--- src/rtl/if_prefetch.sv ---
`timescale 1ns/1ps
// ---------------------------------------------------------------------------
// if_prefetch
// Instruction-fetch front end for the 5-stage RV32 core. Issues word fetches
// over a req/gnt/rvalid handshake with variable latency, buffers returned
// words with their PCs in a small in-order queue, and hands one {PC, instr}
// pair per cycle to the IF/ID register. A redirect throws away everything
// queued and arranges for in-flight responses to be dropped on arrival.
//
// Ports
//   clk, rst_n              core clock, async active-low reset
//   imem_req/imem_addr      fetch request and word-aligned byte address
//   imem_gnt                request accepted this cycle
//   imem_rvalid/imem_rdata  in-order response for the oldest request
//   redirect/redirect_pc    taken branch/jump and its target
//   id_valid/id_pc/id_instr queue head towards decode
//   id_ready                decode takes the head this cycle
// ---------------------------------------------------------------------------
module if_prefetch #(
  parameter int unsigned DEPTH           = 4,
  parameter int unsigned MAX_OUTSTANDING = 2,
  parameter logic [31:0] RESET_PC        = 32'h0000_0000
) (
  input  logic        clk,
  input  logic        rst_n,
  output logic        imem_req,
  output logic [31:0] imem_addr,
  input  logic        imem_gnt,
  input  logic        imem_rvalid,
  input  logic [31:0] imem_rdata,
  input  logic        redirect,
  input  logic [31:0] redirect_pc,
  output logic        id_valid,
  output logic [31:0] id_pc,
  output logic [31:0] id_instr,
  input  logic        id_ready
);

  localparam int unsigned AW = $clog2(DEPTH);
  localparam int unsigned CW = $clog2(DEPTH + 1);
  localparam int unsigned OW = $clog2(MAX_OUTSTANDING + 1);
  localparam int unsigned SW = CW + 1;
  localparam logic [SW-1:0] DEPTH_S = SW'(DEPTH);
  localparam logic [OW-1:0] MAXO_C  = OW'(MAX_OUTSTANDING);

  logic [31:0]   fetchPc_q, fetchPc_d;
  logic [31:0]   fillPc_q, fillPc_d;
  logic [AW-1:0] wrPtr_q, wrPtr_d;
  logic [AW-1:0] rdPtr_q, rdPtr_d;
  logic [CW-1:0] count_q, count_d;
  logic [OW-1:0] outstanding_q, outstanding_d;
  logic [OW-1:0] discard_q, discard_d;

  logic [31:0]   pcMem_q    [DEPTH];
  logic [31:0]   instrMem_q [DEPTH];

  logic rspValid;
  logic push;
  logic pop;
  logic accept;
  logic [31:0] redirectAligned;
  logic unusedRedirectLsb;

  assign redirectAligned   = {redirect_pc[31:2], 2'b00};
  assign unusedRedirectLsb = ^redirect_pc[1:0];

  // Requests reserve a queue slot up front (outstanding + count < DEPTH), so
  // every accepted word is guaranteed a place and the queue cannot overflow.
  assign imem_req  = rst_n && !redirect && (outstanding_q < MAXO_C) &&
                     ((SW'(outstanding_q) + SW'(count_q)) < DEPTH_S);
  assign imem_addr = fetchPc_q;
  assign accept    = imem_req && imem_gnt;

  // A response with nothing in flight is ignored; responses during a redirect
  // or while stale words are still owed are dropped instead of queued.
  assign rspValid = imem_rvalid && (outstanding_q != '0);
  assign push     = rspValid && !redirect && (discard_q == '0);
  assign pop      = id_valid && id_ready && !redirect;

  assign id_valid = (count_q != '0);
  assign id_pc    = id_valid ? pcMem_q[rdPtr_q]    : 32'h0;
  assign id_instr = id_valid ? instrMem_q[rdPtr_q] : 32'h0;

  always_comb begin
    fetchPc_d     = fetchPc_q;
    fillPc_d      = fillPc_q;
    wrPtr_d       = wrPtr_q;
    rdPtr_d       = rdPtr_q;
    count_d       = count_q;
    discard_d     = discard_q;
    outstanding_d = outstanding_q + OW'(accept) - OW'(rspValid);

    if (redirect) begin
      fetchPc_d = redirectAligned;
      fillPc_d  = redirectAligned;
      wrPtr_d   = '0;
      rdPtr_d   = '0;
      count_d   = '0;
      // Everything still in flight after this cycle belongs to the old path.
      discard_d = outstanding_q - OW'(rspValid);
    end else begin
      if (accept) begin
        fetchPc_d = fetchPc_q + 32'd4;
      end
      if (push) begin
        fillPc_d = fillPc_q + 32'd4;
        wrPtr_d  = wrPtr_q + AW'(1);
      end
      if (pop) begin
        rdPtr_d = rdPtr_q + AW'(1);
      end
      count_d = count_q + CW'(push) - CW'(pop);
      if (rspValid && (discard_q != '0)) begin
        discard_d = discard_q - OW'(1);
      end
    end
  end

  always_ff @(posedge clk or negedge rst_n) begin
    if (!rst_n) begin
      fetchPc_q     <= RESET_PC;
      fillPc_q      <= RESET_PC;
      wrPtr_q       <= '0;
      rdPtr_q       <= '0;
      count_q       <= '0;
      outstanding_q <= '0;
      discard_q     <= '0;
    end else begin
      fetchPc_q     <= fetchPc_d;
      fillPc_q      <= fillPc_d;
      wrPtr_q       <= wrPtr_d;
      rdPtr_q       <= rdPtr_d;
      count_q       <= count_d;
      outstanding_q <= outstanding_d;
      discard_q     <= discard_d;
    end
  end

  // Queue storage needs no reset: entries are only visible while counted.
  always_ff @(posedge clk) begin
    if (push) begin
      pcMem_q[wrPtr_q]    <= fillPc_q;
      instrMem_q[wrPtr_q] <= imem_rdata;
    end
  end

  // Memory must never answer when nothing is in flight.
  assert property (@(posedge clk) disable iff (!rst_n)
                   imem_rvalid |-> (outstanding_q != '0));

endmodule

--- config.mk ---
export PLATFORM = sky130hd
export DESIGN_NAME = if_prefetch
export DESIGN_NICKNAME = d
export VERILOG_FILES = /design/src/rtl/if_prefetch.sv
export SDC_FILE = /design/constraint.sdc
export NUM_CORES = 1
export LEC_CHECK = 0
export ABC_AREA = 1
export ABC_CLOCK_PERIOD_IN_PS = 4800
export BUFFER_PORTS_ARGS = -buffer_cell sky130_fd_sc_hd__clkbuf_2
export CAP_MARGIN = 15
export CORE_MARGIN = 4
export CORE_UTILIZATION = 30
export DETAILED_ROUTE_END_ITERATION = 10
export HOLD_SLACK_MARGIN = 0.15
export REMOVE_ABC_BUFFERS = 1
export SYNTH_ARGS = -nofsm -noshare
export SYNTH_HDL_FRONTEND = slang
export SYNTH_SLANG_ARGS = --single-unit
export TNS_END_PERCENT = 50
--- constraint.sdc ---
create_clock -name clk -period 4.8 [get_ports clk]
set_clock_uncertainty 0.2 [all_clocks]
set_input_delay 0.48 -clock clk [delete_from_list [all_inputs] [get_ports clk]]
set_output_delay 0.48 -clock clk [all_outputs]
set_load 0.005 [all_outputs]
Yosys cells after proc, flatten, opt, wreduce, memory -nomap -nowiden
Memories as Yosys holds them, arrays and structs flattened.
Cells that the tools add are included.

storage, ports and cells
  bits in registers = 75
  bits in latches = 0
  memory bits (writable) = 256
  ROM bits = 0
  input port bits = 70
  output and inout port bits = 98
  word-level logic and storage cells = 56
  memories = 2

memories
  memory      depth  bits a word  read ports  clocked after memory_dff  write ports  RTL line  RTL
  instrMem_q  4      32           1           0                         1            55        logic [31:0] instrMem_q [DEPTH];
  pcMem_q     4      32           1           0                         1            54        logic [31:0] pcMem_q [DEPTH];

operators by class
  add/sub/neg operators = 11
  $mul = 0
  div/mod/pow operators = 0
  $lt $le $gt $ge = 2
  equal/unequal tests = 0
  shift-type cells = 0
  muxes and demuxes = 15
  bitwise operators = 0
  reduce and logical (&&, ||, !) cells = 19

operators with widths
  cell                   count
  $mux 32                6
  $add 32x3->32 const B  2
  $mux 2                 6
  $reduce_bool 2->1      6
  $logic_and 1x1->1      10
  $add 2x1->2 const B    2
  $add 2x3->4            1
  $lt 4x3->1 const B     1
  $sub 2x1->2            2
  $add 3x1->3            1
  $mux 3                 1
  $reduce_bool 3->1      1
  $sub 3x1->3            1
  $add 2x1->2            1
  $logic_not 2->1        1
  $lt 2x2->1 const B     1
  $mux 1                 2
  $sub 2x1->2 const B    1
  $logic_not 1->1        1

Depth between registers and ports, before layout
  word-level depth = 7
  gate-level depth with buffers = 12
  depth with buffers taken out = 12

Least setup slack after synthesis
Ideal clock, no wire load.

  path type = register -> register
  start point = register discard_q[0]
  end point = memory instrMem_q[0][0] (enable)
  library setup time = 0.482 ns
  arrival = 3.594 ns
  data required time = 4.118 ns
  setup slack = 0.523 ns
  cell stages (with the launch flop) = 7
  path buffers = 0
  clock period less this slack = 4.277 ns
  path through = dfrtp_1 inv_1 ha_1 inv_1 nor2_4 nand2_2 nor2_1

between the ends
  word-level cells in the longest chain between the ends = 4

ends and longest elaborated chain
  what                          RTL line  RTL
  start: declaration            52        logic [OW-1:0] discard_q, discard_d;
  start signal: assignment      135       discard_q <= discard_d;
  $logic_not 2->1               77        assign push = rspValid && !redirect && (discard_q == '0);
  $logic_and 1x1->1             77
  $mux 1                        141       if (push) begin
  $mux 1 (not written as such)  143       instrMem_q[wrPtr_q] <= imem_rdata;
  end: declaration              55

Every way passes these cells.

Final worst setup path
  start point = register rdPtr_q[0]
  end point = output port id_pc[14]

between the ends
  word-level cells in the longest chain between the ends = 2

ends and longest elaborated chain
  what                      RTL line  RTL
  start: declaration        49        logic [AW-1:0] rdPtr_q, rdPtr_d;
  start signal: assignment  132       rdPtr_q <= rdPtr_d;
  $mem_v2 4x32              n/a
  $mux 32                   81        assign id_pc = id_valid ? pcMem_q[rdPtr_q] : 32'h0;
  end: declaration          34        output logic [31:0] id_pc,

Every way passes these cells.

==> results.py <==
metrics = {
    "status": {
        "outcome": "complete, no violations",
    },
    "place": {
        "placed_area_um2": 15900,
        "place_ws_ns": 1.61,
        "gp_congestion": 0.860,
        "port_buffers": 161,
        "dp_hpwl_um": 24000,
    },
    "worst_hold_path": {
        "hold_class": "in2reg",
    },
    "cts": {
        "numCtsBuffers": 37,
        "cts-resized-gates": 0,
        "h-tree-depth": 2,
        "cts_sinks": 319,
        "cts_setup_buffers": 0,
        "cts_hold_buffers": 64,
        "clockBufferDepth": 3,
        "worstSkewPairLatency_ns": 0.53,
        "clk_pin_slew_ns": 0.06,
        "cts_tree": "yes",
        "cts_root_buffer": "clkbuf_16",
    },
    "setup_path": {
        "cp.required_ns": 4.12,
        "critical_path.startpoint_type": "register",
        "path_class": "reg2out",
        "crit_path_end_kind": "primary output",
        "path_max_fanout": 100,
        "arrival_ns": 3.03,
    },
    "yosys": {
        "yosys_register_bits": 319,
        "netlist_area_um2": 14500,
        "synth_edf_count": 248,
        "syn_area_per_cell_um2": 9.88,
        "yosys.area.top_type_share_pct": 51.4,
        "ys.flop_type": "edfxtp_1",
        "synth_cell_types": 45,
        "ys_seq_area_share_pct": 63.6,
        "async_reset_ff_share_pct": 22.3,
        "synth_area_leaders": "edfxtp_1, dfrtp_1, nor2_1, nand2_1, o21ai_0",
        "yosysWarnings": 0,
        "syn_inst": 1467,
        "synth_top_area_cell": "edfxtp_1",
    },
    "finish": {
        "layout_common_cells": "nor2_1, edfxtp_1, nand2_1",
        "drive_gt1_share_pct": 15.8,
        "layout_commonest_cell": "nor2_1",
        "diodes": 0,
        "syn_to_final_growth_pct": 22.8,
        "stdcell_area_um2": 17800,
        "final_nets": 1767,
    },
    "global_route": {
        "grt_max_degree": 101,
        "global_route.usage.met1_pct": 20.1,
        "grt_use_total_pct": 14.5,
        "grt_overflow": 0,
        "grt_pass1_vias": 10600,
        "use_met3_pct": 2.37,
        "busiest_layer": "met2",
        "grt_pass1_wl_um": 60400,
        "met2_usage_pct": 23.7,
        "antenna_found_initial": 0,
    },
    "routing": {
        "remaining_drc_errors": 0,
        "dr.first_iter.drc_count": 799,
        "totalWireLength_um": 38600,
        "drt-pass1-iter-count": 4,
        "ant_nets": 0,
        "num_vias": 11000,
        "routed_via_density": 4.73,
        "wl_per_cell_um": 16.6,
    },
    "sta": {
        "report.final.slew_viol_count": 0,
        "finalWorstSetupSlack_ns": 1.09,
        "period_share_pct": 77.3,
        "setup_viol": 0,
        "hold_viol": 0,
        "fin_tns_setup_ns": 0,
        "fmax_ghz": 0.269,
        "worstMarginPinSlew_ns": 1.12,
        "rsz0062_at_grt": "no",
        "slew_headroom_pct": 25.3,
        "period_minus_slack_ns": 3.71,
    },
    "die": {
        "die_x_um": 228,
        "core-area_um2": 47700,
        "floorplan.initialDensity_pct": 30.4,
        "rows": 80,
        "io_pins": 168,
        "die_area_um2": 51900,
        "die_y_um": 228,
    },
    "power": {
        "p_leak_uw": 0.00695,
        "p_per_area_nw_per_um2": 480,
        "ir_worst_vdd_mv": 0.252,
    },
    "job": {
        "cap_violations": 0,
    },
}
[worst paths after layout]
path	startpoint	slack [ns]	end	depth (start not counted)
setup / recovery	rdPtr_q[0]	1.09	id_pc[14]	6
hold / removal	imem_rvalid	0.25	fillPc_q[17]	6
setup reg to reg	count_q[1]	1.81	count_q[2]	12
hold reg to reg	discard_q[0]	0.36	discard_q[0]	2
max in group asynchronous	rst_n	2.95	rdPtr_q[0]	3
min in group asynchronous	rst_n	0.27	imem_addr[21]	2
[worst max-delay path: stages, from the launching register on]
cell and delay, ns:
dfrtp_4 0.63, buf_4 0.90, nor2_1 0.12, nor2_1 0.13, o21ai_0 0.12, a21oi_1 0.36, clkbuf_2 0.18
[registers in the layout, summed over array words and instances (netlist names)]
register,flops
pcMem_q,120
fillPc_q,30
discard_q,2
wrPtr_q,2
rdPtr_q,2
outstanding_q,2
count_q,3
instrMem_q,128
imem_addr,30
[cell type report]
type / instances / area (µm²)
clock buffers: 51 / 1020
clock inverters: 17 / 198
repair buffers: 239 / 1590
multi-input cells: 983 / 4610
fillers: 4677 / 29900
well taps: 615 / 769
inverters: 103 / 390
flip-flops and latches: 319 / 9230
[layer usage]
layer  routed length (µm)  part of all wire (%)
met1                17600                    46
met3                 2150                   5.6
met5                    0                     0
met4                  867                   2.2
met2                18000                    47
[kinds of logic (layout without fill, tap and decap cells)]
kind of cell / count (synthesis) / after routing / synth area share, %
other: 1 / 4 / 0.0259
buffers and inverters: 168 / 410 / 4.85
adders and majority gates: 14 / 14 / 1.26
xor gates and xnor gates: 21 / 21 / 1.27
AOI/OAI and AO/OA: 272 / 272 / 9.89
DFF: 319 / 319 / 63.6
and+or+nand+nor: 672 / 672 / 19.1
[synthesized netlist by cell type, types with 9 or more instances]
master / n
a21oi_1: 88
buf_2: 11
clkbuf_1: 40
dfrtp_1: 71
edfxtp_1: 248
ha_1: 13
inv_1: 95
nand2_1: 228
nand3_1: 73
nor2_1: 323
nor2_2: 12
nor3_1: 11
o211ai_1: 13
o21ai_0: 153
xnor2_1: 9
xor2_1: 12
[through the flow]
stage | util, % | hold WS (ns) | total power (µW) | instances
6_report | 37.3 | 0.248 | 8550 | 2327
5_1_grt | 37.3 | 0.258 | 9080 | 2327
4_1_cts | 37.3 | 0.220 | 8700 | 2327
3_5_place_dp | 33.4 | 0.314 | 5800 | 2195
3_3_place_gp | 33.4 | 0.312 | 5750 | 2195
2_1_floorplan | - | -0.0156 | 4700 | 1405
[report_power, final]
part           total (µW)  internal (µW)  switching [µW]
Combinational        2200            756            1450
Clock                2810           1710            1100
Sequential           3530           3250             285
(Power assumes the default switching activity.)
